File: src/rtl/multicycle_ctrl_fsm.sv
// Multi-cycle instruction sequencer for the 16-bit RISC datapath (FETCH/DECODE/EXEC/MEM/WB).
// Optional feature macro: ILLEGAL_TRAP_EN adds a HALT state and the illegal_op output.
//
// state  | meaning
// FETCH  | request instruction word, load IR and advance PC on imem_ready
// DECODE | register read, no strobes
// EXEC   | ALU operation, branch/jump resolution
// MEM    | data memory read (LD) or write (ST) until dmem_ready
// WB     | register file write-back
// HALT   | undefined opcode trap, left only by reset (ILLEGAL_TRAP_EN)
module multicycle_ctrl_fsm #(
  parameter int MEM_WAIT_MAX = 15,
  parameter int WAIT_W       = 8
) (
  input  logic       clk,
  input  logic       reset,
  input  logic [3:0] opcode,
  input  logic       zero_flag,
  input  logic       imem_ready,
  input  logic       dmem_ready,
  output logic       imem_req,
  output logic       ir_load,
  output logic       pc_write,
  output logic [1:0] pc_src,
  output logic [1:0] alu_op,
  output logic       alu_src,
  output logic       reg_dst,
  output logic       reg_write,
  output logic       mem_read,
  output logic       mem_write,
  output logic       mem_to_reg,
  output logic       instr_done,
  output logic       mem_err
`ifdef ILLEGAL_TRAP_EN
  ,
  output logic       illegal_op
`endif
);

  typedef enum logic [2:0] {
    ST_FETCH,
    ST_DECODE,
    ST_EXEC,
    ST_MEM,
    ST_WB
`ifdef ILLEGAL_TRAP_EN
    ,
    ST_HALT
`endif
  } state_t;

  typedef enum logic [2:0] {
    CLS_LD,
    CLS_ST,
    CLS_R,
    CLS_BEQ,
    CLS_BNE,
    CLS_JMP,
    CLS_ILL
  } op_class_t;

  localparam logic [1:0] ALU_RTYPE = 2'b00;
  localparam logic [1:0] ALU_SUB   = 2'b01;
  localparam logic [1:0] ALU_ADD   = 2'b10;

  localparam logic [1:0] PC_SEQ    = 2'b00;
  localparam logic [1:0] PC_BRANCH = 2'b01;
  localparam logic [1:0] PC_JUMP   = 2'b10;

  localparam logic [WAIT_W-1:0] WAIT_MAX_C = WAIT_W'(MEM_WAIT_MAX);

  state_t            state_q, state_d;
  logic [WAIT_W-1:0] wait_cnt_q, wait_cnt_d;
  op_class_t         op_class;
  logic              timeout;

  always_comb begin
    op_class = CLS_R;
    case (opcode)
      4'b0000: op_class = CLS_LD;
      4'b0001: op_class = CLS_ST;
      4'b1011: op_class = CLS_BEQ;
      4'b1100: op_class = CLS_BNE;
      4'b1101: op_class = CLS_JMP;
      4'b1010,
      4'b1111: op_class = CLS_ILL;
      default: op_class = CLS_R;
    endcase
  end

  assign timeout = (wait_cnt_q == WAIT_MAX_C);

  always_comb begin
    state_d    = state_q;
    wait_cnt_d = wait_cnt_q;
    imem_req   = 1'b0;
    ir_load    = 1'b0;
    pc_write   = 1'b0;
    pc_src     = PC_SEQ;
    alu_op     = ALU_RTYPE;
    alu_src    = 1'b0;
    reg_dst    = 1'b0;
    reg_write  = 1'b0;
    mem_read   = 1'b0;
    mem_write  = 1'b0;
    mem_to_reg = 1'b0;
    instr_done = 1'b0;
    mem_err    = 1'b0;

    case (state_q)
      ST_FETCH: begin
        if (imem_ready) begin
          imem_req   = 1'b1;
          ir_load    = 1'b1;
          pc_write   = 1'b1;
          pc_src     = PC_SEQ;
          wait_cnt_d = '0;
          state_d    = ST_DECODE;
        end else if (timeout) begin
          // Abort without touching PC/IR; the same PC is refetched.
          mem_err    = 1'b1;
          wait_cnt_d = '0;
          state_d    = ST_FETCH;
        end else begin
          imem_req   = 1'b1;
          wait_cnt_d = wait_cnt_q + WAIT_W'(1);
        end
      end

      ST_DECODE: begin
        state_d = ST_EXEC;
      end

      ST_EXEC: begin
        wait_cnt_d = '0;
        case (op_class)
          CLS_LD, CLS_ST: begin
            alu_op  = ALU_ADD;
            alu_src = 1'b1;
            state_d = ST_MEM;
          end
          CLS_R: begin
            alu_op  = ALU_RTYPE;
            state_d = ST_WB;
          end
          CLS_BEQ: begin
            alu_op     = ALU_SUB;
            pc_src     = PC_BRANCH;
            pc_write   = zero_flag;
            instr_done = 1'b1;
            state_d    = ST_FETCH;
          end
          CLS_BNE: begin
            alu_op     = ALU_SUB;
            pc_src     = PC_BRANCH;
            pc_write   = ~zero_flag;
            instr_done = 1'b1;
            state_d    = ST_FETCH;
          end
          CLS_JMP: begin
            pc_src     = PC_JUMP;
            pc_write   = 1'b1;
            instr_done = 1'b1;
            state_d    = ST_FETCH;
          end
          default: begin
`ifdef ILLEGAL_TRAP_EN
            state_d    = ST_HALT;
`else
            instr_done = 1'b1;
            state_d    = ST_FETCH;
`endif
          end
        endcase
      end

      ST_MEM: begin
        alu_op  = ALU_ADD;
        alu_src = 1'b1;
        if (dmem_ready) begin
          mem_read   = (op_class == CLS_LD);
          mem_write  = (op_class == CLS_ST);
          wait_cnt_d = '0;
          if (op_class == CLS_LD) begin
            state_d = ST_WB;
          end else begin
            instr_done = 1'b1;
            state_d    = ST_FETCH;
          end
        end else if (timeout) begin
          // Request drops on the abort cycle, so a timed-out store never lands.
          mem_err    = 1'b1;
          wait_cnt_d = '0;
          state_d    = ST_FETCH;
        end else begin
          mem_read   = (op_class == CLS_LD);
          mem_write  = (op_class == CLS_ST);
          wait_cnt_d = wait_cnt_q + WAIT_W'(1);
        end
      end

      ST_WB: begin
        reg_write  = 1'b1;
        instr_done = 1'b1;
        state_d    = ST_FETCH;
        if (op_class == CLS_LD) begin
          mem_to_reg = 1'b1;
          reg_dst    = 1'b0;
        end else begin
          mem_to_reg = 1'b0;
          reg_dst    = 1'b1;
        end
      end

`ifdef ILLEGAL_TRAP_EN
      ST_HALT: begin
        state_d = ST_HALT;
      end
`endif

      default: begin
        state_d    = ST_FETCH;
        wait_cnt_d = '0;
      end
    endcase

    // Outputs are quiet during the reset cycle regardless of current state.
    if (reset) begin
      imem_req   = 1'b0;
      ir_load    = 1'b0;
      pc_write   = 1'b0;
      pc_src     = PC_SEQ;
      alu_op     = ALU_RTYPE;
      alu_src    = 1'b0;
      reg_dst    = 1'b0;
      reg_write  = 1'b0;
      mem_read   = 1'b0;
      mem_write  = 1'b0;
      mem_to_reg = 1'b0;
      instr_done = 1'b0;
      mem_err    = 1'b0;
    end
  end

`ifdef ILLEGAL_TRAP_EN
  assign illegal_op = (state_q == ST_HALT) && !reset;
`endif

  always_ff @(posedge clk) begin
    if (reset) begin
      state_q    <= ST_FETCH;
      wait_cnt_q <= '0;
    end else begin
      state_q    <= state_d;
      wait_cnt_q <= wait_cnt_d;
    end
  end

endmodule
File: config.mk
export PLATFORM = sky130hd
export DESIGN_NAME = multicycle_ctrl_fsm
export DESIGN_NICKNAME = d
export VERILOG_FILES = /design/src/rtl/multicycle_ctrl_fsm.sv
export SDC_FILE = /design/constraint.sdc
export NUM_CORES = 1
export LEC_CHECK = 0
export CAP_MARGIN = 20
export CORE_MARGIN = 10
export CORE_UTILIZATION = 42
export DETAILED_ROUTE_END_ITERATION = 12
export GPL_TIMING_DRIVEN = 0
export HOLD_SLACK_MARGIN = 0.15
export PLACE_DENSITY = 0.75
export SYNTH_ARGS = -nofsm -noshare
export SYNTH_HDL_FRONTEND = slang
export SYNTH_SLANG_ARGS = --single-unit
File: constraint.sdc
create_clock -name clk -period 1.8 [get_ports clk]
set_input_delay 0.54 -clock clk [delete_from_list [all_inputs] [get_ports clk]]
set_output_delay 0.54 -clock clk [all_outputs]
set_load 0.02 [all_outputs]
==> flow_metrics.py <==
metrics = {
    "timing": {
        "period_share_pct": 122.7,
        "setup-violations-final": 15,
        "final_hold_viol_count": 0,
        "clock.fmax_ghz": 0.4528,
        "relSlewSlack_pct": 68.55,
        "layout_min_cycle_time_ns": 2.208,
        "rsz0062_at_grt": "true",
        "final.setup.tns_ns": -3.697,
        "tightest_slew_ns": 0.4587,
        "whs_ns": 0.6185,
        "drv_slew": 0,
        "skew_ns": 0.001117,
        "worst_slack_ns": -0.4084,
    },
    "layout": {
        "area_growth_pct": 113.4,
        "drive_gt1_share_pct": 66.29,
        "layout.nets": 189,
        "stdcell_area_mm2": 0.001853,
        "fill_cells": 57,
        "insertedDiodeCount": 0,
        "layout_commonest_cell": "buf_4",
        "final_cell_mix": "36 x buf_4, 24 x buf_6, 9 x nor2_4, 6 x nand2_1, 6 x nor2_1",
    },
    "placement": {
        "port_buffers": 22,
        "dp_hpwl_um": 1857,
        "place_congestion": 0.8860,
        "placed_area_mm2": 0.001214,
    },
    "critical_path": {
        "cp.arrival_ns": 1.67,
        "cp-start-kind": "flip-flop",
        "worst-setup-path-type": "flip-flop to primary output",
        "cp-end-kind": "primary output",
        "r2r_start": "state_q[1]$_SDFF_PP0_",
        "startpoint": "wait_cnt_q[4]$_SDFFE_PP0N_",
        "required_ns": 1.26,
        "r2r_cells": 7,
        "r2r_slack_ns": 0.11,
        "r2r_end": "wait_cnt_q[2]$_SDFFE_PP0N_",
        "crit_fanout": 5,
    },
    "synth": {
        "ys.flop_type": "dfxtp_1",
        "synth_nets": 120,
        "yosysTopAreaCell": "dfxtp_1",
        "ys_types": 39,
        "synthArstFlopShare_pct": 0,
        "synth_edf_count": 0,
        "synthDominantCellAreaShare_pct": 25.36,
        "syn_area_um2": 868.3,
        "synthCells": 110,
        "yosys-top-cells-area": "dfxtp_1 25%, nor2_1 6.9%, nor3_1 4.6%",
        "ys_ff_latch": 11,
        "ys_seq_area_share_pct": 25.36,
        "ys.warnings.count": 0,
        "syn_avg_cell_area_um2": 7.894,
    },
    "route": {
        "wire_per_inst_um": 26.06,
        "postRouteAntennaNets": 0,
        "drc_errors": 0,
        "postRouteWirelength_um": 5342,
        "vias": 1338,
        "vias_per_cell": 6.527,
        "firstDrtPassIters": 4,
        "drt_iter0_drc": 199,
    },
    "die": {
        "die-area_mm2": 0.004286,
        "die_h_um": 65.47,
        "num_rows": 16,
        "coreArea_mm2": 0.001962,
        "die_w_um": 65.47,
        "ios": 24,
        "start_util_pct": 44.26,
    },
    "clock_network": {
        "clockBufferDepth": 2,
        "cts_tree": "yes",
        "insertion_delay_ns": 0.29,
        "root_buffer": "clkbuf_4",
        "cts_sinks": 11,
        "htree_levels": 1,
        "clkSlewWorstSetupHoldPaths_ns": 0.08,
        "numCtsBuffers": 3,
    },
    "worst_hold_path": {
        "hold_depth": 3,
        "hold_path_class": "flip-flop to flip-flop",
        "hold_end": "wait_cnt_q[0]$_SDFFE_PP0N_",
        "hp-start": "wait_cnt_q[0]$_SDFFE_PP0N_",
    },
    "status": {
        "violations": "setup timing",
        "status": "complete, but fails checks",
    },
    "power_and_ir_drop": {
        "peakVddDrop_v": 0.0005167,
        "power_density_mw_per_mm2": 422.5,
        "power_uw": 782.9,
        "p_leak_uw": 0.0007600,
    },
    "global_routing": {
        "first_global_vias": 1249,
        "grt_pass1_wl_um": 6458,
        "antenna_found_initial": 0,
        "grt_max_degree": 10,
        "grtUsageTotal_pct": 19.08,
        "overflow": 0,
    },
    "job": {
        "max_cap_violations": 0,
    },
}
critical path, cell delays in order, from the launching register on:
cell	delay (ns)
dfxtp_4	0.37
nor4_4	0.38
nand2_4	0.14
o2111ai_4	0.27
nor2_2	0.08
buf_6	0.14
cell families after synthesis:
logic type                 after synthesis  share of synthesized area, %
buffers and inverters                   10                         6.772
xor gates and xnor gates                 5                         7.205
and+or+nand+nor                         54                         32.28
DFF                                     11                         25.36
AOI/OAI and AO/OA                       28                         25.79
adders and majority gates                1                         1.441
muxes                                    1                         1.153
per-layer routing:
| layer | wire, um | vias up | GRT usage, % | share of wire, % |
|---|---|---|---|---|
| met3 | 439 | 40 | 6.780 | 8.2 |
| met1 | 2037 | 654 | 21.95 | 38 |
| met4 | 367 | 0 | 8.289 | 6.9 |
| met5 | 0 | - | 0 | 0 |
| met2 | 2498 | 106 | 31.10 | 47 |
| li1 | - | 538 | - | - |
synth_stat cells, types with 2 or more instances:
| cell | instances |
|---|---|
| dfxtp_1 | 11 |
| buf_4 | 3 |
| a21oi_1 | 5 |
| and3_1 | 3 |
| nand2_1 | 8 |
| buf_2 | 2 |
| nor3_1 | 8 |
| nand2b_1 | 2 |
| o22a_1 | 3 |
| or3_1 | 2 |
| o2111ai_1 | 4 |
| nand3b_1 | 2 |
| or2_2 | 2 |
| inv_1 | 2 |
| nor4_1 | 2 |
| o21ai_0 | 6 |
| xor2_1 | 4 |
| nor2_1 | 16 |
| nor2b_1 | 5 |
repair_timing:
item / in CTS / in global routing
gates resized for setup: 161 / 26
endpoints found under the setup margin: 16 / 15
hold buffers: 0 / 0
pin swaps: 22 / 16
endpoints found under the hold margin: 0 / 0
setup buffers: 32 / 10
gates cloned: 2 / 0
per-stage QoR:
stage / std cells / setup slack, ns / util (%)
6_report: 205 / -0.4084 / 94.45
5_1_grt: 205 / -0.4158 / 94.45
4_1_cts: 197 / -0.2943 / 87.56
3_5_place_dp: 159 / -1.156 / 61.86
3_3_place_gp: 159 / -1.143 / 61.86
2_1_floorplan: 110 / -0.05306 / -
cell type report:
class / instances / area (um2) / area share (%)
Tap cell: 27 / 33.78 / 1.823
Inverter: 2 / 7.507 / 0.4051
Buffer: 7 / 90.09 / 4.862
Sequential cell: 11 / 239.0 / 12.90
Timing Repair Buffer: 65 / 628.1 / 33.90
Multi-Input combinational cell: 89 / 828.3 / 44.70
Clock buffer: 4 / 26.28 / 1.418
report_power, final:
group,internal [uW],switching (uW),total (uW)
logic,168,169,337
registers,248,10.1,258
clock network,86.5,102,188
total,502,281,783
worst max path at each step:
stage          depth (start not counted)  slack (ns)         end
4_1_cts                                5       -0.29   mem_write
3_3_place_gp                           6       -1.14  instr_done
5_1_grt                                5       -0.42   mem_write
3_5_place_dp                           6       -1.16  instr_done
2_1_floorplan                          4       -0.05  instr_done
6_report                               5       -0.41   mem_write
state kept, by name (all words and copies together) (netlist names):
signal      count
wait_cnt_q      8
state_q         3
Power figures use the tool's default switching activity.
